$ cat src/rtl/keypad_scanner_if.sv
// Keypad-side pins and key-report outputs of the keypad scanner.
// The master modport is the scanner; the slave modport is the board/consumer side.
interface keypad_scanner_if;
    logic [3:0] row_in;
    logic [3:0] col_out;
    logic [3:0] key;
    logic       key_valid;
    logic       key_held;

    modport master (
        input  row_in,
        output col_out,
        output key,
        output key_valid,
        output key_held
    );

    modport slave (
        output row_in,
        input  col_out,
        input  key,
        input  key_valid,
        input  key_held
    );
endinterface

$ cat src/rtl/keypad_scanner.sv
// 4x4 active-low keypad scanner with debounce; optional auto-repeat under KEY_REPEAT_EN.
// Latency: key_valid pulses 1 clock after the scan that completes debounce.
// Backpressure: none; the scan never stalls and key_valid is a fire-and-forget strobe.
module keypad_scanner #(
    parameter int SCAN_DIV       = 16,
    parameter int DEBOUNCE_SCANS = 3,
    parameter int REPEAT_DELAY   = 32,
    parameter int REPEAT_RATE    = 8
) (
    input  logic             clock,
    input  logic             reset,
    keypad_scanner_if.master kp
);
    localparam int            SW        = $clog2(SCAN_DIV);
    localparam logic [SW-1:0] SLOT_LAST = SW'(SCAN_DIV - 1);
    localparam logic [3:0]    DS        = 4'(DEBOUNCE_SCANS);

    if (SCAN_DIV < 4 || DEBOUNCE_SCANS < 1 || DEBOUNCE_SCANS > 15 ||
        REPEAT_DELAY < 1 || REPEAT_RATE < 1) begin : g_param_check
        $error("keypad_scanner: parameter out of range");
    end

    typedef enum logic [1:0] {IDLE, DEBOUNCE, PRESSED, RELEASE} state_t;

    logic [3:0]    row_s1, row_s2;
    logic [SW-1:0] slot_cnt;
    logic [1:0]    col;
    logic [1:0]    acc_hits;
    logic [3:0]    acc_code;
    logic [2:0]    col_n;
    logic [1:0]    col_row;
    logic [2:0]    hit_sum;
    logic [1:0]    tot_hits;
    logic [3:0]    tot_code;
    logic          slot_last, scan_done, res_none, res_single;
    state_t        state;
    logic [3:0]    cnt, cnt_inc, cand;
    logic [3:0]    key_reg;
    logic          key_valid_reg, key_held_reg;
`ifdef KEY_REPEAT_EN
    logic [15:0]   rpt_cnt, rpt_next, rpt_limit;
    logic          rpt_fast;
`endif

    function automatic logic [3:0] key_code(input logic [1:0] r, input logic [1:0] c);
        logic [3:0] code;
        code = 4'd0;
        case ({r, c})
            4'h0: code = 4'd1;   4'h1: code = 4'd2;   4'h2: code = 4'd3;   4'h3: code = 4'd10;
            4'h4: code = 4'd4;   4'h5: code = 4'd5;   4'h6: code = 4'd6;   4'h7: code = 4'd11;
            4'h8: code = 4'd7;   4'h9: code = 4'd8;   4'hA: code = 4'd9;   4'hB: code = 4'd12;
            4'hC: code = 4'd14;  4'hD: code = 4'd0;   4'hE: code = 4'd15;  4'hF: code = 4'd13;
            default: code = 4'd0;
        endcase
        return code;
    endfunction

    assign slot_last  = (slot_cnt == SLOT_LAST);
    assign scan_done  = slot_last && (col == 2'd3);
    assign res_none   = (tot_hits == 2'd0);
    assign res_single = (tot_hits == 2'd1);
    assign cnt_inc    = (cnt == 4'd15) ? 4'd15 : cnt + 4'd1;

    // Fold this column's rows into the running scan result; hit count saturates at 2 (MULTI).
    always_comb begin
        col_n   = 3'd0;
        col_row = 2'd0;
        for (int r = 3; r >= 0; r--) begin
            if (!row_s2[r]) begin
                col_n   = col_n + 3'd1;
                col_row = 2'(r);
            end
        end
        hit_sum  = {1'b0, acc_hits} + col_n;
        tot_hits = (hit_sum >= 3'd2) ? 2'd2 : hit_sum[1:0];
        tot_code = (acc_hits == 2'd1) ? acc_code : key_code(col_row, col);
    end

    always_ff @(posedge clock or posedge reset) begin
        if (reset) begin
            row_s1   <= 4'b1111;
            row_s2   <= 4'b1111;
            slot_cnt <= '0;
            col      <= 2'd0;
            acc_hits <= 2'd0;
            acc_code <= 4'd0;
        end else begin
            row_s1 <= kp.row_in;
            row_s2 <= row_s1;
            if (slot_last) begin
                slot_cnt <= '0;
                col      <= col + 2'd1;
                acc_hits <= (col == 2'd3) ? 2'd0 : tot_hits;
                acc_code <= (col == 2'd3) ? 4'd0 : tot_code;
            end else begin
                slot_cnt <= slot_cnt + SW'(1);
            end
        end
    end

`ifdef KEY_REPEAT_EN
    assign rpt_next  = rpt_cnt + 16'd1;
    assign rpt_limit = rpt_fast ? 16'(REPEAT_RATE) : 16'(REPEAT_DELAY);
`endif

    always_ff @(posedge clock or posedge reset) begin
        if (reset) begin
            state         <= IDLE;
            cnt           <= 4'd0;
            cand          <= 4'd0;
            key_reg       <= 4'd0;
            key_valid_reg <= 1'b0;
            key_held_reg  <= 1'b0;
`ifdef KEY_REPEAT_EN
            rpt_cnt       <= 16'd0;
            rpt_fast      <= 1'b0;
`endif
        end else begin
            key_valid_reg <= 1'b0;
            if (scan_done) begin
                case (state)
                    IDLE: begin
                        if (res_single) begin
                            cand <= tot_code;
                            if (DS <= 4'd1) begin
                                state         <= PRESSED;
                                key_reg       <= tot_code;
                                key_valid_reg <= 1'b1;
                                key_held_reg  <= 1'b1;
                                cnt           <= 4'd0;
`ifdef KEY_REPEAT_EN
                                rpt_cnt       <= 16'd0;
                                rpt_fast      <= 1'b0;
`endif
                            end else begin
                                state <= DEBOUNCE;
                                cnt   <= 4'd1;
                            end
                        end
                    end
                    DEBOUNCE: begin
                        if (res_single && tot_code == cand) begin
                            if (cnt_inc >= DS) begin
                                state         <= PRESSED;
                                key_reg       <= cand;
                                key_valid_reg <= 1'b1;
                                key_held_reg  <= 1'b1;
                                cnt           <= 4'd0;
`ifdef KEY_REPEAT_EN
                                rpt_cnt       <= 16'd0;
                                rpt_fast      <= 1'b0;
`endif
                            end else begin
                                cnt <= cnt_inc;
                            end
                        end else begin
                            state <= IDLE;
                            cnt   <= 4'd0;
                        end
                    end
                    PRESSED: begin
                        // Any key activity keeps the press alive; rollover never re-strobes.
                        if (res_none) begin
`ifdef KEY_REPEAT_EN
                            rpt_cnt  <= 16'd0;
                            rpt_fast <= 1'b0;
`endif
                            if (DS <= 4'd1) begin
                                state        <= IDLE;
                                key_held_reg <= 1'b0;
                                cnt          <= 4'd0;
                            end else begin
                                state <= RELEASE;
                                cnt   <= 4'd1;
                            end
                        end
`ifdef KEY_REPEAT_EN
                        else if (res_single) begin
                            if (rpt_next >= rpt_limit) begin
                                key_valid_reg <= 1'b1;
                                rpt_cnt       <= 16'd0;
                                rpt_fast      <= 1'b1;
                            end else begin
                                rpt_cnt <= rpt_next;
                            end
                        end
`endif
                    end
                    RELEASE: begin
                        if (res_none) begin
                            if (cnt_inc >= DS) begin
                                state        <= IDLE;
                                key_held_reg <= 1'b0;
                                cnt          <= 4'd0;
                            end else begin
                                cnt <= cnt_inc;
                            end
                        end else begin
                            state <= PRESSED;
                            cnt   <= 4'd0;
`ifdef KEY_REPEAT_EN
                            rpt_cnt  <= 16'd0;
                            rpt_fast <= 1'b0;
`endif
                        end
                    end
                    default: state <= IDLE;
                endcase
            end
        end
    end

    assign kp.col_out   = ~(4'b0001 << col);
    assign kp.key       = key_reg;
    assign kp.key_valid = key_valid_reg;
    assign kp.key_held  = key_held_reg;
endmodule

$ cat src/flat_wrapper.sv
// flat-port wrapper written by rule: the top's interface ports become plain ports
module keypad_scanner_flat 
#(
    parameter int SCAN_DIV       = 16,
    parameter int DEBOUNCE_SCANS = 3,
    parameter int REPEAT_DELAY   = 32,
    parameter int REPEAT_RATE    = 8
)
  (clock, reset, kp_row_in, kp_col_out, kp_key, kp_key_valid, kp_key_held);
  keypad_scanner_if kp_i ();
  input  logic clock;
  input  logic reset;
  input wire logic [$bits(kp_i.row_in)-1:0] kp_row_in;
  output wire logic [$bits(kp_i.col_out)-1:0] kp_col_out;
  output wire logic [$bits(kp_i.key)-1:0] kp_key;
  output wire logic [$bits(kp_i.key_valid)-1:0] kp_key_valid;
  output wire logic [$bits(kp_i.key_held)-1:0] kp_key_held;
  assign kp_i.row_in = kp_row_in;
  assign kp_col_out = kp_i.col_out;
  assign kp_key = kp_i.key;
  assign kp_key_valid = kp_i.key_valid;
  assign kp_key_held = kp_i.key_held;
  keypad_scanner #(.SCAN_DIV(SCAN_DIV), .DEBOUNCE_SCANS(DEBOUNCE_SCANS), .REPEAT_DELAY(REPEAT_DELAY), .REPEAT_RATE(REPEAT_RATE)) u_core (.clock(clock), .reset(reset), .kp(kp_i));
endmodule
$ cat config.mk
export PLATFORM = sky130hd
export DESIGN_NAME = keypad_scanner_flat
export DESIGN_NICKNAME = d
export VERILOG_FILES = /design/src/rtl/keypad_scanner_if.sv /design/src/rtl/keypad_scanner.sv /design/src/flat_wrapper.sv
export SDC_FILE = /design/constraint.sdc
export NUM_CORES = 1
export LEC_CHECK = 0
export CAP_MARGIN = 20
export CORE_MARGIN = 8
export CORE_UTILIZATION = 55
export DETAILED_ROUTE_END_ITERATION = 12
export PLACE_DENSITY = 0.76
export SLEW_MARGIN = 20
export SYNTH_ARGS = -nofsm -noshare
export SYNTH_HDL_FRONTEND = slang
export SYNTH_SLANG_ARGS = --single-unit
$ cat constraint.sdc
create_clock -name clock -period 7.01 [get_ports clock]
set_clock_uncertainty 0.15 [all_clocks]
set_input_delay 2.103 -clock clock [delete_from_list [all_inputs] [get_ports clock]]
set_output_delay 2.103 -clock clock [all_outputs]
set_load 0.01 [all_outputs]
==> results.cfg <==
[sta]
final_hold_fails = 0
worst_slew_pin_slew_ns = 0.782
max-slew-margin-rel_pct = 47.8
finalSetupViolations = 0
post-route-min-period_ns = 4.12
timing.fmax_mhz = 243
fin_ws_ns = 2.89
rsz0062_at_grt = false
timing_max_transition_violations_final = 0
layout_worst_path_cycle_share_pct = 58.8
final.setup.tns_ns = 0
smallest_hold_slack_ns = 0.211

[synthesis]
postSynthRegisterBits = 36
synthTopCellsByArea = sky130_fd_sc_hd__dfrtp_1 (35%), sky130_fd_sc_hd__dfstp_2 (11%), sky130_fd_sc_hd__ha_1 (8.8%), sky130_fd_sc_hd__mux2_2 (4.5%), sky130_fd_sc_hd__o21ai_0 (2.5%)
synthSimpleGateAreaFrac_pct = 15.1
async_flop_share_pct = 100
synth.yosys.warnings = 0
synth_area_in_xor_xnor_pct = 4.64
synth_largest_area_cell = sky130_fd_sc_hd__dfrtp_1
synth_cell_type_count = 50
share_of_the_yosys_chip_area_belonging_to_registers_pct = 45.7
synth.net_count = 203
cells_after_synth = 182
yosysMostFrequentCell = sky130_fd_sc_hd__dfrtp_1
synth_fa_ha_area_share_pct = 9.79
dominant_combinational_cell_family_by_area_after_synthesis = simple AND/OR/NAND/NOR gates
netlist_area_um2 = 1990
postSynth.topFlopCell = sky130_fd_sc_hd__dfrtp_1
synth_edf_count = 0
synth.top_cell.area_share_pct = 35.1
syn-mean-instance-area_um2 = 11.0
synth_commonest_cells = sky130_fd_sc_hd__dfrtp_1 (28), sky130_fd_sc_hd__ha_1 (14), sky130_fd_sc_hd__nand2_1 (13)
synth.mux.area_fraction_pct = 6.52
synth-compound-area-share_pct = 13.9

[worst_hold_path]
hold_class = reg -> reg

[routing]
total_via_count_after_detailed_routing = 1428
postRouteAntennaNets = 0
route.final.wire_length_um = 3740
post_drt_wl_per_cell_um = 15.2
drtPass1Iterations = 4
drt_first_iter_violations = 56
post_drt_via_cell_ratio = 5.78
drc = 0

[layout]
finalInstanceArea_um2 = 2220
layoutNonFillerInstCount = 247
drive_above_1_share_pct = 16.6
syn_to_final_growth_pct = 11.5
n_antenna_cell = 0
finish.net_count = 219

[outcome]
status = finished clean

[clock_tree]
cts_tree = yes
post_cts_hold_buffer_count = 0
clk_path_buf_depth = 2
cts_resized = 0
post-cts-setup-buffers = 0
clk_pin_slew_worst_paths_ns = 0.10
cts_num_sinks = 36
tritoncts_buffer_count = 5
clock_tree.root_cell = sky130_fd_sc_hd__clkbuf_4
cts_max_level = 2
clkLatencyLatePin_ns = 0.35

[floorplanning]
die_y_um = 76.2
die-area_um2 = 5810
placeableCoreArea_um2 = 3580
initial_core_util_pct = 55.7
floorplan.rows = 22
die_w_um = 76.2
io_pins = 16

[placement]
gp_routability_congestion = 0.815
dpl_worst_slack_ns = 3.13
hpwlAfterDp_um = 2900
placed_cell_area_um2 = 2170
place.port_buffers = 15
place_inst = 239

[power]
cellPowerDensity_nw_per_um2 = 194
power.static_leakage_nw = 0.980
ir_worst_vdd_mv = 0.0899

[global_routing]
global_route_usage_over_all_layers_pct = 13.7
number_of_antenna_violations_at_the_first_check_in_global_routing = 0
grt_pass1_wl_um = 6590
grt_pass1_vias = 1480
grt.overflow.total = 0
grt_max_degree = 37

[critical_path]
critical_path_source_type = flop
worstPathCellList = inv_1 > ha_1 > inv_1 > clkdlybuf4s50_1
critPathBufInv = 3
cp_data_arrival_time_ns = 1.87
crit_path_top_delay_cell = sky130_fd_sc_hd__clkdlybuf4s50_1
critical-path-top-delay-family = buffers and inverters
end_kind = output pin
timing.critical_path.slowest_cell_delay_ns = 0.53
cp_max_fo = 7
timing_worst_setup_path_type = reg -> out
cp_data_required_time_ns = 4.76
worst_path_most_repeated_cell = sky130_fd_sc_hd__inv_1

[flow_run]
max_cap_viol_count = 0
==> worst register-to-register path: stages (launching register included) <==
cell                      delay (ns)
sky130_fd_sc_hd__dfstp_2        0.57
sky130_fd_sc_hd__inv_1          0.05
sky130_fd_sc_hd__ha_1           0.31
sky130_fd_sc_hd__xnor2_1        0.24
sky130_fd_sc_hd__ha_1           0.27
sky130_fd_sc_hd__mux2_2         0.28
sky130_fd_sc_hd__fa_1           0.41
sky130_fd_sc_hd__xnor3_1        0.38
sky130_fd_sc_hd__nor2_2         0.15
sky130_fd_sc_hd__nand2_1        0.08
sky130_fd_sc_hd__or4b_1         0.57
sky130_fd_sc_hd__mux2_2         0.31
==> power breakdown <==
group | internal, mW | switching, mW | leakage [nW]
clock | 0.0387 | 0.0703 | 0.0282
sequential | 0.221 | 0.0104 | 0.448
combinational | 0.0438 | 0.0464 | 0.504
total | 0.303 | 0.127 | 0.980
==> per-stage QoR <==
step | util (%) | total power [mW]
floorplan | - | 0.307
global route | 62.2 | 0.455
detailed placement | 60.6 | 0.325
CTS | 62.1 | 0.435
global placement | 60.6 | 0.321
finish | 62.2 | 0.431
==> worst paths after layout <==
path	from	depth (start not counted)	to	slack, ns
worst max-delay path	u_core.col[0]	4	kp_col_out[0]	2.89
worst min-delay path	u_core.row_s1[1]	0	u_core.row_s2[1]	0.21
worst max register to register	u_core.row_s2[2]	11	u_core.cand[1]	3.13
worst min register to register	u_core.row_s1[1]	0	u_core.row_s2[1]	0.21
max in group asynchronous	reset	3	u_core.row_s2[2]	4.37
min in group asynchronous	reset	3	u_core.acc_code[0]	2.00
==> kinds of logic after synthesis <==
family | after synthesis
xor+xnor | 9
mux | 12
flops | 36
simple gates | 53
compound gates | 38
fa+ha+maj | 15
buf+inv | 19
==> final cells by class <==
| class | count | area, µm² |
|---|---|---|
| Clock inverter | 2 | 12.5 |
| Timing Repair Buffer | 16 | 158 |
| Multi-Input combinational cell | 127 | 997 |
| Sequential cell | 36 | 911 |
| Inverter | 12 | 45.0 |
| Clock buffer | 6 | 41.3 |
| Tap cell | 48 | 60.1 |
| Fill cell | 298 | 1350 |
==> layout by cell type (no fill, tap or decap), types with 8 or more instances in the layout <==
master                             n
sky130_fd_sc_hd__nand3_1           8
sky130_fd_sc_hd__o21ai_0          10
sky130_fd_sc_hd__dfstp_2           8
sky130_fd_sc_hd__ha_1             14
sky130_fd_sc_hd__inv_1            12
sky130_fd_sc_hd__mux2_2            8
sky130_fd_sc_hd__nor2_1           10
sky130_fd_sc_hd__clkdlybuf4s50_1  15
sky130_fd_sc_hd__dfrtp_1          28
sky130_fd_sc_hd__nand2_1          13
==> metal layers <==
| metal | vias up | track usage (%) | wire length [µm] |
|---|---|---|---|
| met1 | 709 | 15.5 | 1600 |
| met4 | 0 | 6.35 | 89 |
| met3 | 11 | 3.54 | 166 |
| met2 | 35 | 23.6 | 1880 |
| li1 | 673 | - | - |
| met5 | - | 0 | 0 |
(Power assumes the default switching activity.)
